==> src/rtl/tx_frame_if.sv <==
// Handshake bundle between a frame requester, tx_frame_sender and the byte transmitter.
interface tx_frame_if;
    logic        Frame_Start;
    logic [55:0] Frame_Data;
    logic        TX_Done_Sig;
    logic        TX_En_Sig;
    logic [7:0]  TX_Data;
    logic        Busy;
    logic        Frame_Done_Sig;

    modport master (
        output Frame_Start, Frame_Data, TX_Done_Sig,
        input  TX_En_Sig, TX_Data, Busy, Frame_Done_Sig
    );

    modport slave (
        input  Frame_Start, Frame_Data, TX_Done_Sig,
        output TX_En_Sig, TX_Data, Busy, Frame_Done_Sig
    );
endinterface

==> src/rtl/tx_frame_sender.sv <==
// Serialises a 7-byte frame (MSB byte first) into a byte transmitter, with one idle
// cycle between bytes and a programmable gap before the single-cycle completion pulse.
module tx_frame_sender #(
    parameter int GAP_CYCLES = 16
) (
    input logic      CLK,
    input logic      RSTn,
    tx_frame_if.slave bus
);
    localparam logic [2:0]  LAST_IDX = 3'd6;
    localparam logic [15:0] GAP_LAST = (GAP_CYCLES == 0) ? 16'd0 : 16'(GAP_CYCLES - 1);

    typedef enum logic [2:0] {IDLE, SEND, SPACE, GAP, DONE} state_t;

    state_t      state, state_nxt;
    logic [55:0] shift_q, shift_nxt;
    logic [2:0]  idx_q, idx_nxt;
    logic [15:0] gap_q, gap_nxt;
    logic        tx_en_q, tx_en_nxt;
    logic [7:0]  data_q, data_nxt;
    logic        busy_q, busy_nxt;
    logic        done_q, done_nxt;

    always_ff @(posedge CLK or negedge RSTn) begin
        if (!RSTn) begin
            state   <= IDLE;
            shift_q <= '0;
            idx_q   <= '0;
            gap_q   <= '0;
            tx_en_q <= 1'b0;
            data_q  <= 8'h00;
            busy_q  <= 1'b0;
            done_q  <= 1'b0;
        end else begin
            state   <= state_nxt;
            shift_q <= shift_nxt;
            idx_q   <= idx_nxt;
            gap_q   <= gap_nxt;
            tx_en_q <= tx_en_nxt;
            data_q  <= data_nxt;
            busy_q  <= busy_nxt;
            done_q  <= done_nxt;
        end
    end

    always_comb begin
        state_nxt = state;
        case (state)
            IDLE:  if (bus.Frame_Start) state_nxt = SEND;
            SEND: begin
                if (bus.TX_Done_Sig) begin
                    if (idx_q != LAST_IDX)    state_nxt = SPACE;
                    else if (GAP_CYCLES == 0) state_nxt = DONE;
                    else                      state_nxt = GAP;
                end
            end
            SPACE: state_nxt = SEND;
            GAP:   if (gap_q == GAP_LAST) state_nxt = DONE;
            DONE:  state_nxt = IDLE;
            default: state_nxt = IDLE;
        endcase
    end

    // The top byte of the shift register is always the next byte to offer
    always_comb begin
        shift_nxt = shift_q;
        idx_nxt   = idx_q;
        gap_nxt   = gap_q;
        tx_en_nxt = tx_en_q;
        data_nxt  = data_q;
        busy_nxt  = busy_q;
        done_nxt  = (state_nxt == DONE);
        case (state)
            IDLE: begin
                if (bus.Frame_Start) begin
                    shift_nxt = bus.Frame_Data;
                    idx_nxt   = '0;
                    busy_nxt  = 1'b1;
                    tx_en_nxt = 1'b1;
                    data_nxt  = bus.Frame_Data[55:48];
                end
            end
            SEND: begin
                if (bus.TX_Done_Sig) begin
                    tx_en_nxt = 1'b0;
                    if (idx_q != LAST_IDX) begin
                        shift_nxt = {shift_q[47:0], 8'h00};
                        idx_nxt   = idx_q + 3'd1;
                    end else begin
                        gap_nxt = '0;
                    end
                end
            end
            SPACE: begin
                tx_en_nxt = 1'b1;
                data_nxt  = shift_q[55:48];
            end
            GAP:  gap_nxt = gap_q + 16'd1;
            DONE: busy_nxt = 1'b0;
            default: ;
        endcase
    end

    assign bus.TX_En_Sig      = tx_en_q;
    assign bus.TX_Data        = data_q;
    assign bus.Busy           = busy_q;
    assign bus.Frame_Done_Sig = done_q;
endmodule
==> src/flat_wrapper.sv <==
// flat-port wrapper written by rule: the top's interface ports become plain ports
module tx_frame_sender_flat 
#(
    parameter int GAP_CYCLES = 16
)
  (CLK, RSTn, bus_Frame_Start, bus_Frame_Data, bus_TX_Done_Sig, bus_TX_En_Sig, bus_TX_Data, bus_Busy, bus_Frame_Done_Sig);
  tx_frame_if bus_i ();
  input logic CLK;
  input logic RSTn;
  input wire logic [$bits(bus_i.Frame_Start)-1:0] bus_Frame_Start;
  input wire logic [$bits(bus_i.Frame_Data)-1:0] bus_Frame_Data;
  input wire logic [$bits(bus_i.TX_Done_Sig)-1:0] bus_TX_Done_Sig;
  output wire logic [$bits(bus_i.TX_En_Sig)-1:0] bus_TX_En_Sig;
  output wire logic [$bits(bus_i.TX_Data)-1:0] bus_TX_Data;
  output wire logic [$bits(bus_i.Busy)-1:0] bus_Busy;
  output wire logic [$bits(bus_i.Frame_Done_Sig)-1:0] bus_Frame_Done_Sig;
  assign bus_i.Frame_Start = bus_Frame_Start;
  assign bus_i.Frame_Data = bus_Frame_Data;
  assign bus_i.TX_Done_Sig = bus_TX_Done_Sig;
  assign bus_TX_En_Sig = bus_i.TX_En_Sig;
  assign bus_TX_Data = bus_i.TX_Data;
  assign bus_Busy = bus_i.Busy;
  assign bus_Frame_Done_Sig = bus_i.Frame_Done_Sig;
  tx_frame_sender #(.GAP_CYCLES(GAP_CYCLES)) u_core (.CLK(CLK), .RSTn(RSTn), .bus(bus_i));
endmodule
==> config.mk <==
export PLATFORM = sky130hd
export DESIGN_NAME = tx_frame_sender_flat
export DESIGN_NICKNAME = d
export VERILOG_FILES = /design/src/rtl/tx_frame_if.sv /design/src/rtl/tx_frame_sender.sv /design/src/flat_wrapper.sv
export SDC_FILE = /design/constraint.sdc
export NUM_CORES = 1
export LEC_CHECK = 0
export ABC_AREA = 0
export BUFFER_PORTS_ARGS = -buffer_cell sky130_fd_sc_hd__buf_4
export CAP_MARGIN = 20
export CORE_ASPECT_RATIO = 1.2
export CORE_UTILIZATION = 25
export CTS_BUF_LIST = sky130_fd_sc_hd__clkbuf_8
export CTS_CLUSTER_SIZE = 12
export DETAILED_ROUTE_END_ITERATION = 8
export GPL_TIMING_DRIVEN = 1
export HOLD_SLACK_MARGIN = 0.15
export PLACE_DENSITY_LB_ADDON = 0.25
export SETUP_SLACK_MARGIN = 0.4
export SLEW_MARGIN = 10
export SYNTH_ARGS = -nofsm -noshare
export SYNTH_HDL_FRONTEND = slang
export SYNTH_SLANG_ARGS = --single-unit
==> constraint.sdc <==
create_clock -name CLK -period 2.7 [get_ports CLK]
set_input_delay 0.135 -clock CLK [delete_from_list [all_inputs] [get_ports CLK]]
set_output_delay 0.135 -clock CLK [all_outputs]
set_load 0.05 [all_outputs]
Word-level counts from Yosys, hierarchy flattened:

Index checks and enable logic that the tools add are counted.

* logic and storage cells: 54
* register bits after elaboration: 89

* equal/unequal tests: 11
* add/subtract/negate cells: 2
* multiplexer cells: 22
* reductions and logical operators: 11

Operators by type and width (number)
* $mux 56: 3
* $pmux 56 s2: 1
* $mux 16: 2
* $pmux 16 s2: 1
* $mux 3: 6
* $add 16x1->16 const B: 1
* $eq 16x4->1 const B: 1
* $pmux 8 s2: 1
* $pmux 3 s4: 1
* $mux 8: 1
* $reduce_bool 2->1: 4
* $eq 3x2->1 const B: 2
* $eq 3x3->1 const B: 2
* $ne 2x2->1 const B: 3
* $pmux 3 s2: 1
* $reduce_and 3->1: 2
* $reduce_and 2->1: 2
* $reduce_and 4->1: 1
* $add 3x1->3 const B: 1
* $eq 3x1->1 const B: 1
* $logic_not 3->1: 1
* $mux 1: 3
* $ne 3x3->1 const B: 1
* $pmux 1 s3: 1
* 3 further kinds: 3

Depth between registers and ports, before layout:

Gate-level depths: netlist of the first run.

* word-level depth: 5
* depth in mapped cells: 8

Least setup slack after synthesis of the first run:

OpenSTA, ideal clock, no wires.

* path kind: reg-to-reg
* from: reg u_core.idx_q[0]
* to: reg u_core.shift_q[46]
* arrival time: 1.903 ns
* setup slack: 0.673 ns
* stages on the path, launching flop included: 9
* library setup time: 0.125 ns
* required time: 2.575 ns
* path buffers: 2
* clock period less this slack: 2.027 ns
* cells stage by stage: dfrtp_1 > inv_1 > ha_1 > a21boi_1 > mux2i_1 > nor3_2 > buf_2 > buf_4 > mux2_2

* word-level cells in the longest chain between the ends: 3

Ends and longest elaborated chain
* start: declaration: line tx_frame_sender.sv:17 `logic [2:0] idx_q, idx_nxt;`
* start signal: assignment: line tx_frame_sender.sv:37 `idx_q <= idx_nxt;`
* $ne 3x3->1: line tx_frame_sender.sv:86 `if (idx_q != LAST_IDX) begin`
* $ne 2x1->1 (no source line)
* $reduce_and 4->1 (no source line)
* end signal: assignment: line tx_frame_sender.sv:36 `shift_q <= shift_nxt;`
* end: declaration: line tx_frame_sender.sv:16 `logic [55:0] shift_q, shift_nxt;`

No other way between the ends.
A chain may end at the register's enable or synchronous reset.

Worst setup path in the final report of the first run:

* from: reg u_core.idx_q[0]
* to: reg u_core.gap_q[13]

* word-level cells in the longest chain between the ends: 3

Ends and longest elaborated chain
* $ne 3x3->1: line tx_frame_sender.sv:86
* $ne 2x2->1 (no source line)
* $reduce_and 3->1 (no source line)
* end signal: assignment: line tx_frame_sender.sv:38 `gap_q <= gap_nxt;`
* end: declaration: line tx_frame_sender.sv:18 `logic [15:0] gap_q, gap_nxt;`

No other way between the ends.

==> results of run 1 <==
sequential cells by signal (all words and copies together) (netlist names):
name and flops:
u_core.shift_q 56, u_core.gap_q 16, u_core.bus.TX_Data 8, u_core.idx_q 3, u_core.state 3, u_core.bus.Busy 1
u_core.bus.Frame_Done_Sig 1, u_core.bus.TX_En_Sig 1
placed cells by master, fill, tap and decap left out, types with 4 or more instances in the layout:
master | netlist | final
a21oi_1 | 11 | 11
a22o_1 | 8 | 8
buf_4 | 2 | 75
clkbuf_8 | 0 | 9
dfrtp_1 | 89 | 89
dlygate4sd3_1 | 0 | 59
inv_1 | 3 | 4
mux2_2 | 96 | 96
mux2i_1 | 10 | 10
nand2_1 | 15 | 15
nand3_1 | 6 | 6
nor2_1 | 11 | 11
nor3_1 | 5 | 5
nor4_1 | 5 | 5
o21ai_0 | 10 | 10
o31ai_1 | 5 | 5
or4_1 | 6 | 6
xnor2_1 | 6 | 6
Yosys cell counts:
library cell	instances	area share
a22o_1	8	0.016
a31o_2	1	0.0020
nand4b_1	1	0.0020
a311o_1	1	0.0023
or3_1	4	0.0058
nand2b_1	2	0.0029
nand4_1	3	0.0044
a31oi_2	1	0.0029
nor3_1	5	0.0058
dfrtp_1	89	0.52
a32o_1	1	0.0023
xnor2_1	6	0.012
and3_1	3	0.0044
nor3b_1	1	0.0017
a21oi_1	11	0.013
ha_1	3	0.0087
o31ai_1	5	0.0087
nor3_2	1	0.0023
clkbuf_1	10	0.0087
inv_1	3	0.0026
o2bb2ai_1	1	0.0020
mux2i_1	10	0.023
nor2_1	11	0.0096
nor4_1	5	0.0073
mux2_2	96	0.25
nor3b_2	1	0.0029
xor2_1	3	0.0061
or4_1	6	0.010
nand3_1	6	0.0070
nor4b_1	2	0.0041
o21ai_0	10	0.012
and4_1	3	0.0061
a21boi_1	1	0.0017
nor2b_1	1	0.0015
buf_2	9	0.010
a31oi_1	1	0.0015
buf_4	2	0.0035
nand2_1	15	0.013
worst max-delay path: cells and delay by family, from the launching register on:
family,cells,cell delay [ns]
and+or+nand+nor,2,0.99
buffers and inverters,1,0.10
DFF,1,0.40
adders and majority gates,1,0.25
AOI/OAI and AO/OA,2,0.37
timing repair:
item	CTS	global route
gates resized for setup	0	2
hold endpoints to repair	103	0
hold buffers	59	0
pin swaps	1	0
buffers inserted	1	0
endpoints found under the setup margin	42	45
cell families (layout without fill, tap and decap cells):
| family | Yosys count | in the layout | share of synthesized area |
|---|---|---|---|
| AND/OR/NAND/NOR | 70 | 70 | 0.09131 |
| multiplexers | 106 | 106 | 0.2745 |
| XOR/XNOR | 9 | 9 | 0.01832 |
| adder cells (fa/ha/maj) | 3 | 3 | 0.008724 |
| flip-flops | 89 | 89 | 0.5176 |
| buffers and inverters | 24 | 156 | 0.02530 |
| AO/OA/AOI/OAI | 41 | 41 | 0.06427 |
power groups by stage:
stage	clock network [µW]	logic (µW)	registers, µW
global route	1040	2770	2420
CTS	980	2600	2340
detailed placement	0	2510	2360
floorplan	0	1710	2440
global placement	0	2470	2350
finish	931	2560	2340
metrics by stage:
step | instances | utilization | power (µW) | hold WS, ns
3_5_place_dp | 614 | 0.3032 | 4875 | 0.1460
3_3_place_gp | 614 | 0.3032 | 4822 | 0.1431
6_report | 690 | 0.3508 | 5833 | 0.2663
4_1_cts | 690 | 0.3502 | 5916 | 0.2759
5_1_grt | 690 | 0.3508 | 6230 | 0.3162
2_1_floorplan | 342 | - | 4157 | -0.1606
layout make-up:
cell class              count  area (µm²)
clock buffers               9       123.9
flip-flops and latches     89        2227
well taps                 216       270.3
fillers                  1661       10940
repair buffers            137        1214
clock inverters             7       70.07
inverters                   3       11.26
multi-input cells         229        1994
metal layers:
| metal | global-route usage | vias up |
|---|---|---|
| li1 | - | 1509 |
| met1 | 0.1564 | 1541 |
| met2 | 0.2088 | 54 |
| met3 | 0.03527 | 15 |
| met4 | 0.04383 | 0 |
| met5 | 0 | - |
how the worst max path moves through the flow:
stage	slack (ns)	startpoint	cells past startpoint	endpoint
6_report	0.50	u_core.idx_q[0]	6	u_core.gap_q[13]
5_1_grt	0.40	u_core.state[1]	4	u_core.gap_q[7]
4_1_cts	0.45	u_core.idx_q[0]	6	u_core.gap_q[13]
3_5_place_dp	0.35	u_core.idx_q[0]	7	u_core.shift_q[52]
3_3_place_gp	0.47	u_core.idx_q[0]	7	u_core.shift_q[41]
2_1_floorplan	0.67	u_core.idx_q[0]	8	u_core.shift_q[46]
==> impl_metrics.yaml, run 1 <==
setup_path:
  crit_slowest_cell: "or4_1"
  ff2ff_path_depth: 6
  ff2ff_setup_slack_ns: 0.50
  crit_type: "reg -> reg"
  worstReg2RegStart: "u_core.idx_q[0]"
  timing.rr.end: "u_core.gap_q[13]"
  worst_ep_required_time_ns: 2.99
  cpPeakStageDelay_ns: 0.51
  start_kind: "flop"
  arrival_ns: 2.49
  setup.worst_path.end_class: "flop"
  crit_chain: "inv_1 > ha_1 > a31oi_2 > or3_4 > or4_1 > a21oi_1"
  worst-path-max-fanout: 9
outcome:
  status: "complete, no violations"
global_route:
  grt_pass1_wl_um: 17130
  grt_pass1_vias: 3251
  overflow: 0
  grt_max_degree: 54
  antenna_found_initial: 0
  grtUsageTotal: 0.1265
cts:
  cts_root_buffer: "clkbuf_8"
  cts.sinks: 89
  numCtsBuffers: 9
  cts_max_path_buffers: 2
  tritoncts: "yes"
  cts-htree-levels: 3
  clkSlewWorstSetupHoldPaths_ns: 0.09
  clk-insertion-delay-late_ns: 0.37
timing:
  skew_ns: 0.008063
  tns_ns: 0
  fin_ws_ns: 0.5009
  tightest_slew_ns: 0.5581
  finalSetupViolCount: 0
  fmax_mhz: 454.7
  layout_min_cycle_time_ns: 2.199
  min_period_over_period: 0.8145
  maxSlewViolCount: 0
  finalHoldViolations: 0
  grt_setup_unrepaired: "no"
  relSlewSlack: 0.6279
logic_synthesis:
  synth_seq_area_share: 0.5176
  synth_seq_cells: 89
  syn_avg_cell_area_um2: 12.58
  yosysWarnings: 0
  synth_cell_types: 38
  synth_fp_nets: 405
  synth_area_um2: 4303
  synthCells: 342
detailed_routing:
  postRouteAntennaNets: 0
  met1_length_um: 4622
  top_layer: "met4"
  met2_length_um: 5392
  dr.first_iter.drc_count: 122
  firstDrtPassIters: 4
  drc_errors: 0
  via_per_inst: 4.520
  met3_wirelength_um: 343
  wl_per_cell_um: 15.28
  num_vias: 3119
  wirelength_um: 10540
placed_design:
  hpwl_um: 7095
  port_buffers: 70
  place_area_um2: 5110
  gp_congestion: 0.7388
  pre_cts_ws_ns: 0.3483
power:
  irDropWorstVdd_uv: 423.6
  swShare: 0.3575
  power.leakage_uw: 0.002491
  comb_power_share: 0.439
  share_seq_of_total_power: 0.401
  internal_power_uw: 3748
  p_sw_uw: 2085
  pwr-share-clk: 0.160
  p_per_area_nw_per_um2: 986.8
floorplanning:
  rows: 52
  die-height_um: 145.7
  die_x_um: 121.8
  die_area_um2: 17740
  io_pins: 71
  core-area_um2: 16850
  initial_core_util: 0.2553
cells_and_area:
  drive_gt1_frac: 0.4135
  fin_nets: 532
  final_area_um2: 5911
  insertedDiodeCount: 0
  area_delta_synth_final_pct: 37.37
min_path:
  hold_class: "in -> async"
run:
  max_cap_viol_count: 0
Power figures use the tool's default switching activity.
==> run 2, diff against run 1 <==
==> constraint.sdc (replaced) <==
create_clock -name CLK -period 2.01 [get_ports CLK]
set_input_delay 0.1005 -clock CLK [delete_from_list [all_inputs] [get_ports CLK]]
set_output_delay 0.1005 -clock CLK [all_outputs]
set_load 0.05 [all_outputs]
==> run 2 against run 1 <==
Effect of this change:
- clock-buffer cell count did not move
- utilization rose by 6.3 points
- clock skew rose by 0.0051 ns
- largest cell class is now multi-input gates
- cell count rose by 7.0%
==> impl_metrics.yaml, run 2 (synthesized netlist as in run 1, its figures left out) <==
floorplanning:
  die-height_um: 145.7
  die_area_um2: 17740
  rows: 52
  initial_core_util: 0.2553
  die_x_um: 121.8
  io_pins: 71
  core-area_um2: 16850
timing:
  fmax_mhz: 526.8
  fin_ws_ns: 0.1119
  grt_setup_unrepaired: "yes"
  maxSlewViolCount: 0
  skew_ns: 0.01319
  layout_min_cycle_time_ns: 1.898
  finalSetupViolCount: 0
  tightest_slew_ns: 0.4541
  min_period_over_period: 0.9444
  whs_ns: 0.1786
  relSlewSlack: 0.6966
  finalHoldViolations: 0
placed_design:
  place_area_um2: 5249
  hpwl_um: 7249
  gp_congestion: 0.7467
  pre_cts_ws_ns: -0.007100
  port_buffers: 70
detailed_routing:
  dr.first_iter.drc_count: 121
  via_per_inst: 4.618
  postRouteAntennaNets: 0
  wl_per_cell_um: 17.03
  num_vias: 3408
  wirelength_um: 12570
  firstDrtPassIters: 6
  drc_errors: 0
power:
  internal_power_uw: 6450
  swShare: 0.3478
  p_sw_uw: 3440
  pwr-share-clk: 0.127
  finalPower_uw: 9890
  power.leakage_uw: 0.003024
  share_seq_of_total_power: 0.314
  comb_power_share: 0.559
  irDropWorstVdd_uv: 757.2
  p_per_area_nw_per_um2: 1419
cells_and_area:
  fin_util: 0.4136
  fin_nets: 580
  largest-register: "u_core.shift_q"
  drive_gt1_frac: 0.5230
  layout_common_cells: "100 x buf_4, 86 x dfrtp_1, 59 x dlygate4sd3_1"
  final_area_um2: 6969
  final_common_cell: "buf_4"
  insertedDiodeCount: 0
  largest_reg_flops: 56
  area_delta_synth_final_pct: 61.97
global_route:
  grt_max_degree: 46
  overflow: 0
  antenna_found_initial: 0
  grtUsageTotal: 0.1385
  grt_pass1_vias: 3525
  grt_pass1_wl_um: 18820
cts:
  numCtsBuffers: 9
  clk-insertion-delay-late_ns: 0.38
  tritoncts: "yes"
  clkSlewWorstSetupHoldPaths_ns: 0.09
  cts.sinks: 89
  cts-htree-levels: 3
  cts_root_buffer: "clkbuf_8"
  cts_max_path_buffers: 2
setup_path:
  crit_type: "reg -> reg"
  worst-path-max-fanout: 6
  setup.worst_path.end_class: "flop"
  start_kind: "flop"
  crit_top_cell: "buf_12"
  cpPeakStageDelay_ns: 0.39
  crit_slowest_cell: "dfrtp_1"
  crit_chain: "inv_2 > ha_4 > a21boi_4 > mux2i_4 > nor3_4 > buf_12 > buf_12 > buf_16 > mux2_2"
  worst_ep_required_time_ns: 2.28
  arrival_ns: 2.17
min_path:
  hold_class: "in -> async"
outcome:
  status: "complete, no violations"
run:
  max_cap_viol_count: 0
run 2: cell count changes in the layout (fill, tap and decap cells not counted), moves of 5 or more:
cell,previous run,this run
mux2_2,96,50
mux2_4,0,46
buf_4,75,100
buf_16,0,8
buf_12,3,9
buf_6,0,6
a21oi_1,11,6
a21oi_2,0,5
nor4_1,5,0
run 2: metal layers:
metal / global-route usage / up-vias / part of all wire
met4: 0.03148 / 0 / 0.0083
met1: 0.1779 / 1737 / 0.45
met3: 0.03292 / 6 / 0.032
met2: 0.2328 / 59 / 0.51
li1: - / 1606 / -
met5: 0 / - / 0
run 2: power by group through the flow:
stage          sequential (µW)  combinational [µW]  clock [µW]
6_report                  3110                5530        1250
5_1_grt                   3210                5890        1360
4_1_cts                   3080                4830        1300
3_5_place_dp              3130                3700           0
3_3_place_gp              3120                3620           0
2_1_floorplan             3310                2530           0
run 2: timing repair:
item	CTS	global route
endpoints found under the hold margin	156	0
pin swaps	8	19
gates cloned	7	4
buffers inserted	17	14
setup endpoints to repair	84	81
resized for setup	30	63
hold buffers	59	0
run 2: critical path, delay by kind of cell (launching register included):
kind,cells,cell delay (ns)
buffers and inverters,4,0.47
AND/OR/NAND/NOR,1,0.15
adder cells (fa/ha/maj),1,0.18
multiplexers,2,0.43
AO/OA/AOI/OAI,1,0.16
flip-flops,1,0.39
run 2: final cells by class:
cell class | instances | area [µm²]
clock inverters | 7 | 63.81
flip-flops and latches | 89 | 2231
well taps | 216 | 270.3
clock buffers | 9 | 123.9
inverters | 3 | 11.26
multi-input cells | 229 | 2385
repair buffers | 185 | 1884
fillers | 1568 | 9882
run 2: worst paths after layout:
kind / slack (ns) / cells after the start / startpoint / end
max: 0.11 / 9 / u_core.idx_q[0] / u_core.shift_q[37]
min: 0.18 / 2 / RSTn / u_core.shift_q[5]
max reg2reg: 0.11 / 9 / u_core.idx_q[0] / u_core.shift_q[37]
min reg2reg: 0.50 / 2 / u_core.shift_q[54] / u_core.bus.TX_Data[6]
max in group asynchronous: 1.19 / 3 / RSTn / u_core.state[1]
min in group CLK: 0.28 / 3 / bus_TX_Done_Sig / u_core.gap_q[14]
run 2: per-stage QoR:
step                std cells   TNS, ns
floorplan                 342         0
global placement          621         0
detailed placement        621  -0.03686
CTS                       720         0
global route              738         0
finish                    738         0
